$ cat src/rtl/mrv1_mem_arbiter.sv
// mrv1_mem_arbiter: shares one memory request channel between imem and dmem.
// Round-robin grant, locked while stalled; in-order response steering.
module mrv1_mem_arbiter #(
    parameter int ADDR_WIDTH_P      = 32,
    parameter int DATA_WIDTH_P      = 32,
    parameter int IMEM_TAG_WIDTH_P  = 3,
    parameter int MAX_OUTSTANDING_P = 4
) (
    input  logic                          clk_i,
    input  logic                          rst_ni,

    input  logic                          imem_req_vld_i,
    output logic                          imem_req_rdy_o,
    input  logic [ADDR_WIDTH_P-1:0]       imem_req_addr_i,
    input  logic [IMEM_TAG_WIDTH_P-1:0]   imem_req_tag_i,
    output logic                          imem_resp_vld_o,
    output logic [DATA_WIDTH_P-1:0]       imem_resp_data_o,
    output logic [IMEM_TAG_WIDTH_P-1:0]   imem_resp_tag_o,

    input  logic                          dmem_req_vld_i,
    output logic                          dmem_req_rdy_o,
    input  logic [ADDR_WIDTH_P-1:0]       dmem_req_addr_i,
    input  logic                          dmem_req_w_en_i,
    input  logic [DATA_WIDTH_P/8-1:0]     dmem_req_w_be_i,
    input  logic [DATA_WIDTH_P-1:0]       dmem_req_w_data_i,
    output logic                          dmem_resp_vld_o,
    output logic [DATA_WIDTH_P-1:0]       dmem_resp_r_data_o,
    output logic                          dmem_resp_err_o,

    output logic                          mem_req_vld_o,
    input  logic                          mem_req_rdy_i,
    output logic [ADDR_WIDTH_P-1:0]       mem_req_addr_o,
    output logic                          mem_req_w_en_o,
    output logic [DATA_WIDTH_P/8-1:0]     mem_req_w_be_o,
    output logic [DATA_WIDTH_P-1:0]       mem_req_w_data_o,
    input  logic                          mem_resp_vld_i,
    input  logic [DATA_WIDTH_P-1:0]       mem_resp_data_i,
    input  logic                          mem_resp_err_i,

    output logic                          unexp_resp_o
);

    localparam int PTR_W = (MAX_OUTSTANDING_P > 1) ? $clog2(MAX_OUTSTANDING_P) : 1;
    localparam int CNT_W = $clog2(MAX_OUTSTANDING_P + 1);
    localparam int BE_W  = DATA_WIDTH_P / 8;

    localparam logic SRC_IMEM = 1'b0;
    localparam logic SRC_DMEM = 1'b1;

    localparam logic [PTR_W-1:0] PTR_LAST = PTR_W'(MAX_OUTSTANDING_P - 1);
    localparam logic [CNT_W-1:0] CNT_FULL = CNT_W'(MAX_OUTSTANDING_P);

    logic                        fifo_src_q [MAX_OUTSTANDING_P];
    logic [IMEM_TAG_WIDTH_P-1:0] fifo_tag_q [MAX_OUTSTANDING_P];

    logic [PTR_W-1:0] wr_ptr_q;
    logic [PTR_W-1:0] rd_ptr_q;
    logic [CNT_W-1:0] count_q;
    logic             lock_q;
    logic             lock_src_q;
    logic             last_grant_q;
    logic             unexp_q;

    logic sel_src;
    logic sel_vld;
    logic full;
    logic empty;
    logic req_ok;
    logic push;
    logic pop;
    logic head_src;

    logic [IMEM_TAG_WIDTH_P-1:0] head_tag;

    function automatic logic [PTR_W-1:0] ptr_inc(input logic [PTR_W-1:0] p);
        return (p == PTR_LAST) ? '0 : p + PTR_W'(1);
    endfunction

    assign full  = (count_q == CNT_FULL);
    assign empty = (count_q == '0);

    // Pick the granted port: locked port, else alternate on contention
    always_comb begin
        sel_src = SRC_IMEM;
        if (lock_q) begin
            sel_src = lock_src_q;
        end else if (imem_req_vld_i && dmem_req_vld_i) begin
            sel_src = ~last_grant_q;
        end else if (dmem_req_vld_i) begin
            sel_src = SRC_DMEM;
        end
    end

    assign sel_vld = (sel_src == SRC_DMEM) ? dmem_req_vld_i : imem_req_vld_i;

    assign req_ok         = rst_ni & mem_req_rdy_i & ~full;
    assign mem_req_vld_o  = rst_ni & sel_vld & ~full;
    assign imem_req_rdy_o = req_ok & (sel_src == SRC_IMEM);
    assign dmem_req_rdy_o = req_ok & (sel_src == SRC_DMEM);
    assign push           = mem_req_vld_o & mem_req_rdy_i;

    // Route the granted port's fields to memory; imem never writes
    always_comb begin
        mem_req_addr_o   = imem_req_addr_i;
        mem_req_w_en_o   = 1'b0;
        mem_req_w_be_o   = '0;
        mem_req_w_data_o = '0;
        if (sel_src == SRC_DMEM) begin
            mem_req_addr_o   = dmem_req_addr_i;
            mem_req_w_en_o   = dmem_req_w_en_i;
            mem_req_w_be_o   = BE_W'(dmem_req_w_be_i);
            mem_req_w_data_o = dmem_req_w_data_i;
        end
    end

    assign head_src = fifo_src_q[rd_ptr_q];
    assign head_tag = fifo_tag_q[rd_ptr_q];
    assign pop      = mem_resp_vld_i & ~empty;

    assign imem_resp_vld_o    = pop & (head_src == SRC_IMEM);
    assign imem_resp_data_o   = imem_resp_vld_o ? mem_resp_data_i : '0;
    assign imem_resp_tag_o    = imem_resp_vld_o ? head_tag : '0;
    assign dmem_resp_vld_o    = pop & (head_src == SRC_DMEM);
    assign dmem_resp_r_data_o = dmem_resp_vld_o ? mem_resp_data_i : '0;
    assign dmem_resp_err_o    = dmem_resp_vld_o & mem_resp_err_i;
    assign unexp_resp_o       = unexp_q;

    // Record originator and tag of each accepted request
    always_ff @(posedge clk_i) begin
        if (push) begin
            fifo_src_q[wr_ptr_q] <= sel_src;
            fifo_tag_q[wr_ptr_q] <= imem_req_tag_i;
        end
    end

    // Pointers, occupancy, grant history, lock and sticky error flag
    always_ff @(posedge clk_i or negedge rst_ni) begin
        if (!rst_ni) begin
            wr_ptr_q     <= '0;
            rd_ptr_q     <= '0;
            count_q      <= '0;
            lock_q       <= 1'b0;
            lock_src_q   <= SRC_IMEM;
            last_grant_q <= SRC_DMEM;
            unexp_q      <= 1'b0;
        end else begin
            if (push) begin
                wr_ptr_q     <= ptr_inc(wr_ptr_q);
                last_grant_q <= sel_src;
                lock_q       <= 1'b0;
            end else if (mem_req_vld_o) begin
                lock_q     <= 1'b1;
                lock_src_q <= sel_src;
            end
            if (pop) begin
                rd_ptr_q <= ptr_inc(rd_ptr_q);
            end
            if (push && !pop) begin
                count_q <= count_q + CNT_W'(1);
            end else if (pop && !push) begin
                count_q <= count_q - CNT_W'(1);
            end
            if (mem_resp_vld_i && empty) begin
                unexp_q <= 1'b1;
            end
        end
    end

endmodule

$ cat config.mk
export PLATFORM = sky130hd
export DESIGN_NAME = mrv1_mem_arbiter
export DESIGN_NICKNAME = d
export VERILOG_FILES = /design/src/rtl/mrv1_mem_arbiter.sv
export SDC_FILE = /design/constraint.sdc
export NUM_CORES = 1
export LEC_CHECK = 0
export BUFFER_PORTS_ARGS = -buffer_cell sky130_fd_sc_hd__buf_4
export CAP_MARGIN = 15
export CORE_AREA = 2 2 111 113
export CTS_CLUSTER_SIZE = 30
export DETAILED_ROUTE_END_ITERATION = 7
export DIE_AREA = 0 0 113 115
export PLACE_DENSITY = 0.56
export SYNTH_ARGS = -nofsm -noshare
export SYNTH_HDL_FRONTEND = slang
export SYNTH_SLANG_ARGS = --single-unit
$ cat constraint.sdc
create_clock -name clk_i -period 2.4 [get_ports clk_i]
set_clock_uncertainty 0.05 [all_clocks]
set_input_delay 0.12 -clock clk_i [delete_from_list [all_inputs] [get_ports clk_i]]
set_output_delay 0.12 -clock clk_i [all_outputs]
set_load 0.005 [all_outputs]
==> results of run 1 <==
[layer usage]
metal  part of all wire  vias to the layer above
met5                  0                        -
met4              0.035                        0
met3               0.11                       16
met2               0.52                      189
met1               0.33                     1377
li1                   -                     1641
[metrics by stage]
step	hold slack (ps)	power (uW)
after floorplan	-226	2400
after global placement	36.4	4080
after detailed placement	35.4	4130
after CTS	10.6	4520
after global routing	6.14	4870
final	8.01	4440
[power breakdown]
part / internal [uW] / switching [uW]
registers: 633 / 124
clock network: 226 / 154
logic: 1740 / 1570
total: 2600 / 1840
[cell families (layout without fill, tap and decap cells)]
| logic type | count (synthesis) | count (layout) | share of synthesized area |
|---|---|---|---|
| AO/OA/AOI/OAI | 8 | 8 | 0.0266 |
| XOR/XNOR | 3 | 3 | 0.0107 |
| adder cells (fa/ha/maj) | 7 | 7 | 0.0389 |
| buffers and inverters | 31 | 304 | 0.0644 |
| flip-flops | 27 | 27 | 0.309 |
| multiplexers | 7 | 7 | 0.0537 |
| AND/OR/NAND/NOR | 261 | 261 | 0.496 |
[final timing paths]
path	to	cells after the start	startpoint
max	count_q[2]	11	rst_ni
min in group asynchronous	wr_ptr_q[1]	3	rst_ni
max in group asynchronous	last_grant_q	3	rst_ni
min	fifo_tag_q[3][0]	1	imem_req_tag_i[0]
max reg2reg	count_q[2]	9	count_q[2]
min reg2reg	unexp_resp_o	1	unexp_resp_o
[Yosys cell counts (2+ instances only)]
master | number | share of area
nand2_1 | 134 | 0.21
and2_1 | 46 | 0.12
nor2_1 | 36 | 0.055
and3_1 | 33 | 0.084
clkbuf_1 | 17 | 0.026
edfxtp_1 | 16 | 0.20
dfrtp_1 | 10 | 0.10
ha_1 | 6 | 0.031
buf_6 | 5 | 0.023
inv_1 | 5 | 0.0077
mux4_2 | 4 | 0.037
nor3_1 | 4 | 0.0082
buf_2 | 3 | 0.0061
a21o_1 | 2 | 0.0061
mux2_4 | 2 | 0.012
nor2b_1 | 2 | 0.0051
xor2_1 | 2 | 0.0072
[registers in the layout, indices dropped and copies added (netlist names)]
signal,flops
count_q,3
fifo_src_q,4
fifo_tag_q,12
last_grant_q,1
lock_q,1
lock_src_q,1
rd_ptr_q,2
unexp_resp_o,1
wr_ptr_q,2
[worst max-delay path: cells and delay by family]
| kind | cells | cell delay, ps |
|---|---|---|
| buffers and inverters | 3 | 720 |
| adder cells (fa/ha/maj) | 2 | 530 |
| AND/OR/NAND/NOR | 3 | 480 |
| XOR/XNOR | 2 | 310 |
| AO/OA/AOI/OAI | 1 | 210 |
[area by class of cell]
cell class | instances | area share
clock buffer | 3 | 0.0156
clock inverter | 1 | 0.00156
inverter | 6 | 0.00468
multi-input combinational | 286 | 0.321
sequential | 27 | 0.157
tap | 147 | 0.0382
timing repair buffer | 294 | 0.462
[timing repair]
action | 4_1_cts | 5_1_grt
setup endpoints to repair | 0 | 28
endpoints found under the hold margin | 11 | 0
buffers inserted | 0 | 0
resized for setup | 0 | 3
hold buffers | 1 | 0
==> flow_metrics.tcl, run 1 <==
set metrics [dict create \
    status "complete, but fails checks" \
    violations "DRC" \
    timing.fmax_ghz 0.448 \
    worst_pin_slew_ps 532 \
    grt_pass1_wl_um 15500 \
    drt-initial-drc-count 226 \
    crit_type "in -> reg" \
    globalRouteMet2Util 0.291 \
    regArea_um2 758 \
    fin_crit_ps 2230 \
    crit_chain "dlygate4sd3_1 > buf_4 > nand2_1 > nor3_2 > o31a_2 > ha_2 > inv_1 > fa_2 > xor2_1 > nor2_1 > xor2_1" \
    gr-usage-all-layers 0.148 \
    synth_cells 344 \
    gp_congestion 0.791 \
    setup_viol 0 \
    ys_seq_area_frac 0.309 \
    antenna_found_initial 0 \
    pre_cts_slack_ps 165 \
    vias 3223 \
    synth_area_um2 2450 \
    post-route-period-util 0.931 \
    slowest_delay_ps 540 \
    synth_ff_type "edfxtp_1" \
    place_area_um2 4720 \
    cpMaxStageDelayCell "dlygate4sd3_1" \
    root_buffer "clkbuf_16" \
    diodes 0 \
    tns_ps 0 \
    yosysWarnings 0 \
    drtAntennaViolNets 0 \
    io_buffers 285 \
    critPathMaxFanout 3 \
    multi_input_area_um2 1550 \
    endpoint_kind "flop" \
    die_w_um 113 \
    rsz0062_at_grt "no" \
    start_util 0.207 \
    final_core_util 0.408 \
    path_common_cell "xor2_1" \
    final_cell_mix "buf_4 (292), nand2_1 (134), and2_1 (46), nor2_1 (36), and3_1 (33)" \
    met1_usage 0.147 \
    clock-sinks 27 \
    ir_drop_uv 345 \
    clkTransAtPathRegs_ps 70 \
    syn_to_final_growth_pct 96.7 \
    final_cell_count_no_fill 764 \
    hold_viol 0 \
    clk_path_buf_depth 2 \
    wirelength_um 10400 \
    coreArea_um2 11800 \
    use_met3 0.0406 \
    cts_tree "built" \
    dp_hpwl_um 8840 \
    crit_arrival_ps 2370 \
    drv_cap 0 \
    synth_edf_count 16 \
    io_pins 286 \
    synth_area_per_cell_um2 7.11 \
    top_usage_layer "met2" \
    drive_gt1_frac 0.509 \
    setup.worst_path.start_class "input port" \
    design_area_um2 4810 \
    worst_slack_ps 166 \
    finalMaxSlewViolations 0 \
    min_path_type "in -> reg" \
    fp-row-count 40 \
    numCtsBuffers 3 \
    drc_errors 20 \
    insertion_delay_ps 260 \
    htree_levels 1 \
    nFillCells 1197 \
    syn_nets 494 \
    r2r_slack_ps 250 \
    synth-async-reset-ratio 0.407 \
    dieArea_um2 13000 \
    grt-ovfl-total 0 \
    grt_max_degree 69 \
    slew-limit-headroom 0.646 \
    wl_per_cell_um 13.6 \
    crit_required_ps 2530 \
    power.leakage_uw 0.00272 \
    grt_pass1_vias 3076 \
    synth.distinct_cells 34 \
    vias_per_cell 4.22 \
    place_inst 759 \
    nets 768 \
    yosys_register_bits 27 \
    final_common_cell "buf_4" \
    die_height_um 115 \
    dr.pass1.iters 7 \
    cellPowerDensity_nw_per_um2 922 \
]
(Power assumes the default switching activity.)
==> run 2, diff against run 1 <==
==> config.mk (replaced) <==
export PLATFORM = sky130hd
export DESIGN_NAME = mrv1_mem_arbiter
export DESIGN_NICKNAME = d
export VERILOG_FILES = /design/src/rtl/mrv1_mem_arbiter.sv
export SDC_FILE = /design/constraint.sdc
export NUM_CORES = 1
export LEC_CHECK = 0
export CAP_MARGIN = 15
export CORE_AREA = 2 2 112 114
export CTS_CLUSTER_SIZE = 30
export DETAILED_ROUTE_END_ITERATION = 7
export DIE_AREA = 0 0 114 116
export DONT_BUFFER_PORTS = 1
export PLACE_DENSITY = 0.34
export SYNTH_ARGS = -nofsm -noshare
export SYNTH_HDL_FRONTEND = slang
export SYNTH_SLANG_ARGS = --single-unit
==> constraint.sdc (replaced) <==
create_clock -name clk_i -period 2.3 [get_ports clk_i]
set_clock_uncertainty 0.05 [all_clocks]
set_input_delay 0.115 -clock clk_i [delete_from_list [all_inputs] [get_ports clk_i]]
set_output_delay 0.115 -clock clk_i [all_outputs]
set_load 0.005 [all_outputs]
==> flow_metrics.tcl, run 2 (synthesis gave the netlist of run 1 again) <==
set metrics [dict create \
    nFillCells 1294 \
    post-route-period-util 0.937 \
    largest_register_ffs 12 \
    slew-limit-headroom 0.639 \
    syn_to_final_growth_pct 11.6 \
    grt-ovfl-total 0 \
    critPathMaxFanout 4 \
    grt_max_degree 70 \
    place_area_um2 2580 \
    dr.pass1.iters 4 \
    vias 2337 \
    drv_cap 0 \
    status "complete, but fails checks" \
    pre_cts_slack_ps 110 \
    startpoint "count_q[0]" \
    top_regs "fifo_tag_q (12), fifo_src_q (4), count_q (3)" \
    min_path_type "in -> reg" \
    crit_type "reg -> reg" \
    die_height_um 116 \
    design_area_um2 2730 \
    r2r_slack_ps 150 \
    gr-usage-all-layers 0.102 \
    power.leakage_uw 0.00132 \
    coreArea_um2 11900 \
    clkTransAtPathRegs_ps 70 \
    hold_ws_ps -0.912 \
    multi_input_area_um2 1540 \
    rsz0062_at_grt "no" \
    fin_crit_ps 2150 \
    worst_pin_slew_ps 540 \
    hold_viol 1 \
    tns_ps 0 \
    regArea_um2 758 \
    setup.worst_path.end "count_q[1]" \
    drive_gt1_frac 0.0828 \
    nets 489 \
    ir_drop_uv 639 \
    dieArea_um2 13200 \
    htree_levels 1 \
    drc_errors 0 \
    dp_hpwl_um 6350 \
    finalMaxSlewViolations 0 \
    worst_slack_ps 145 \
    r2r_start "count_q[0]" \
    wirelength_um 7700 \
    clk_path_buf_depth 2 \
    setup.worst_path.start_class "flop" \
    total_power_uw 3270 \
    root_buffer "clkbuf_16" \
    die_w_um 114 \
    violations "hold timing" \
    final_cell_mix "nand2_1 (134), and2_1 (46), nor2_1 (36), and3_1 (33), edfxtp_1 (16)" \
    final_common_cell "nand2_1" \
    r2r_cells 7 \
    fp-row-count 40 \
    drtAntennaViolNets 0 \
    cts_tree "built" \
    insertion_delay_ps 260 \
    wl_per_cell_um 15.8 \
    final_core_util 0.229 \
    rr_endpoint "count_q[1]" \
    regMostFlops "fifo_tag_q" \
    io_buffers 0 \
    io_pins 286 \
    cellPowerDensity_nw_per_um2 1200 \
    hold_start "imem_req_vld_i" \
    numCtsBuffers 3 \
    endpoint_kind "flop" \
    gp_congestion 0.941 \
    clock-sinks 27 \
    setup_viol 0 \
    crit_required_ps 2390 \
    grt_pass1_wl_um 10200 \
    timing.fmax_ghz 0.464 \
    start_util 0.205 \
    drt-initial-drc-count 103 \
    crit_arrival_ps 2250 \
    grt_pass1_vias 1958 \
    vias_per_cell 4.81 \
    antenna_found_initial 1 \
]
==> run 2: changes by cell type in the layout (fill, tap and decap cells not counted) <==
cell           previous run  this run
diode_2                   0         1
dlygate4sd3_1             1         6
fa_2                      1         0
fa_1                      0         1
buf_4                   292         8
ha_1                      5         6
ha_2                      1         0
==> run 2: layout make-up <==
cell class	count	area share
multi-input combinational	286	0.564
sequential	27	0.278
tap	147	0.0674
timing repair buffer	15	0.0513
clock buffer	3	0.0275
inverter	6	0.00825
clock inverter	1	0.00275
antenna	1	0.000917
==> run 2: stage by stage <==
step	hold WS [ps]	std cells
2_1_floorplan	-231	344
3_3_place_gp	-230	475
3_5_place_dp	-230	475
4_1_cts	1.01	485
5_1_grt	16.2	485
6_report	-0.912	486
==> run 2: worst min path at each step <==
stage                   to  slack, ps  cells past startpoint
4_1_cts         lock_src_q          1                      2
2_1_floorplan   count_q[0]       -230                      0
6_report        lock_src_q       -0.9                      2
3_5_place_dp   wr_ptr_q[1]       -230                      0
5_1_grt         lock_src_q         20                      2
3_3_place_gp   wr_ptr_q[1]       -230                      0
==> run 2: worst max-delay path: stages, from the launching register on <==
cell and delay (ps):
dfrtp_1 440, nor3b_1 350, nor3_2 100, o31a_2 140
ha_1 220, inv_1 70, fa_1 400, mux2_2 270
==> run 2: timing repair <==
item | in CTS | in global routing
setup endpoints to repair | 0 | 4
endpoints found under the hold margin | 25 | 0
hold buffers | 6 | 0
gates resized for setup | 0 | 1
buffers inserted | 0 | 0
==> run 2: power by group <==
part | switching [uW] | total (uW) | internal [uW]
Combinational | 1330 | 2080 | 742
Clock | 163 | 399 | 236
Sequential | 131 | 792 | 661
Total | 1630 | 3270 | 1640
==> run 2: routing by layer <==
layer,vias up,GRT usage,wire (um),share of wire
li1,1083,-,-,-
met1,1053,0.113,2920,0.38
met2,195,0.188,3670,0.48
met3,6,0.0277,940,0.12
met4,0,0.0341,170,0.022
met5,-,0,0,0
==> run 3, diff against run 2 <==
--- a/config.mk
+++ b/config.mk
@@ -11,7 +11,7 @@
 export DETAILED_ROUTE_END_ITERATION = 7
 export DIE_AREA = 0 0 114 116
 export DONT_BUFFER_PORTS = 1
-export PLACE_DENSITY = 0.34
+export PLACE_DENSITY = 0.45
 export SYNTH_ARGS = -nofsm -noshare
 export SYNTH_HDL_FRONTEND = slang
 export SYNTH_SLANG_ARGS = --single-unit
==> flow_metrics.tcl, run 3 (synthesis gave the netlist of run 1 again) <==
set metrics [dict create \
    endpoint_kind "flop" \
    hold_ws_ps 66.1 \
    io_pins 286 \
    p_sw_frac 0.496 \
    timing.fmax_ghz 0.456 \
    hold_viol 0 \
    regMostFlops "fifo_tag_q" \
    worst_pin_slew_ps 600 \
    min_path_type "in -> reg" \
    grt_max_degree 68 \
    multi_input_area_um2 1540 \
    comb_power_share 0.636 \
    clk_path_buf_depth 2 \
    internal-power_uw 1650 \
    nets 490 \
    clkTransAtPathRegs_ps 70 \
    r2r_slack_ps 110 \
    r2r_cells 9 \
    grt-ovfl-total 0 \
    crit_required_ps 2430 \
    setup_viol 0 \
    cpMaxStageDelayCell "dfrtp_1" \
    drive_gt1_frac 0.0855 \
    grt_pass1_vias 1888 \
    antenna_found_initial 3 \
    fp-row-count 40 \
    critPathMaxFanout 4 \
    syn_to_final_growth_pct 12.0 \
    start_util 0.205 \
    dieArea_um2 13200 \
    final_core_util 0.230 \
    htree_levels 1 \
    wirelength_um 8150 \
    seqPwrFrac 0.243 \
    numCtsBuffers 3 \
    hold_depth 2 \
    grt_pass1_wl_um 10400 \
    ir_drop_uv 940 \
    status "complete, no violations" \
    io_buffers 0 \
    drc_errors 0 \
    dp_hpwl_um 6800 \
    power.leakage_uw 0.00133 \
    drt-initial-drc-count 101 \
    nFillCells 1337 \
    top_regs "fifo_tag_q (12), fifo_src_q (4), count_q (3)" \
    fin_crit_ps 2190 \
    wl_per_cell_um 16.7 \
    insertion_delay_ps 260 \
    rr_endpoint "count_q[2]" \
    cellPowerDensity_nw_per_um2 1190 \
    vias_per_cell 4.75 \
    power.switching_uw 1620 \
    drv_cap 0 \
    total_power_uw 3260 \
    crit_type "reg -> reg" \
    min_to "lock_q" \
    clock-sinks 27 \
    hold_start "imem_req_vld_i" \
    pwr-share-clk 0.122 \
    slowest_delay_ps 400 \
    post-route-period-util 0.954 \
    tns_ps 0 \
    path_common_cell "xor2_1" \
    vias 2316 \
    regArea_um2 758 \
    setup.worst_path.start_class "flop" \
    coreArea_um2 11900 \
    root_buffer "clkbuf_16" \
    slew-limit-headroom 0.599 \
    final_cell_mix "nand2_1 (134), and2_1 (46), nor2_1 (36), and3_1 (33), edfxtp_1 (16)" \
    r2r_start "lock_q" \
    final_common_cell "nand2_1" \
    gp_congestion 0.886 \
    finalMaxSlewViolations 0 \
    rsz0062_at_grt "no" \
    crit_arrival_ps 2330 \
    cts_tree "built" \
    drtAntennaViolNets 0 \
    die_w_um 114 \
    gr-usage-all-layers 0.104 \
    dr.pass1.iters 4 \
    largest_register_ffs 12 \
    die_height_um 116 \
    crit_chain "and3b_1 > nor3_2 > o31a_2 > ha_1 > inv_1 > fa_1 > xor2_1 > nor2_1 > xor2_1" \
]
==> run 3: worst max-delay path by stage <==
stage,from,end,slack (ps),cells after the start
after floorplan,lock_q,count_q[2],140,9
after global placement,lock_q,count_q[2],200,9
after detailed placement,lock_q,count_q[2],100,9
after CTS,rd_ptr_q[0],dmem_resp_r_data_o[26],80,3
after global routing,lock_q,count_q[2],4,9
final,lock_q,count_q[2],110,9
==> run 3: worst max-delay path, delay by kind of cell (launching register included) <==
kind | cells | cell delay [ps]
DFF | 1 | 400
xor gates and xnor gates | 2 | 330
adders and majority gates | 2 | 550
and+or+nand+nor | 3 | 550
buffers and inverters | 1 | 60
AOI/OAI and AO/OA | 1 | 180
==> run 3: final cells by class <==
| cell class | instances | area share |
|---|---|---|
| Multi-Input combinational cell | 286 | 0.562 |
| Sequential cell | 27 | 0.277 |
| Tap cell | 147 | 0.0671 |
| Timing Repair Buffer | 16 | 0.0539 |
| Clock buffer | 3 | 0.0274 |
| Inverter | 6 | 0.00822 |
| Clock inverter | 1 | 0.00274 |
| Antenna cell | 2 | 0.00183 |
==> run 3: routing by layer <==
| metal | up-vias | track usage | wire (um) |
|---|---|---|---|
| met2 | 186 | 0.206 | 4180 |
| met1 | 1034 | 0.117 | 3110 |
| met4 | 2 | 0.0154 | 87 |
| li1 | 1088 | - | - |
| met5 | - | 0 | 10 |
| met3 | 6 | 0.0225 | 759 |
==> run 3: what timing repair did <==
item / in CTS / in global routing
buffers inserted: 0 / 0
endpoints found under the hold margin: 26 / 0
resized for setup: 0 / 1
setup endpoints to repair: 0 / 29
hold buffers: 6 / 0
==> run 3: power groups by stage <==
stage | Combinational, uW | Sequential (uW) | Clock, uW
CTS | 2100 | 797 | 412
finish | 2070 | 792 | 398
floorplan | 1760 | 749 | 0
global placement | 2030 | 798 | 0
detailed placement | 2080 | 807 | 0
global route | 2300 | 819 | 426
==> run 3: metrics by stage <==
| step | instance area, um2 | setup slack, ps | std cells |
|---|---|---|---|
| after floorplan | 2450 | 139 | 344 |
| after global placement | 2590 | 198 | 476 |
| after detailed placement | 2590 | 101 | 476 |
| after CTS | 2730 | 78.4 | 486 |
| after global routing | 2740 | 4.22 | 488 |
| final | 2740 | 105 | 488 |
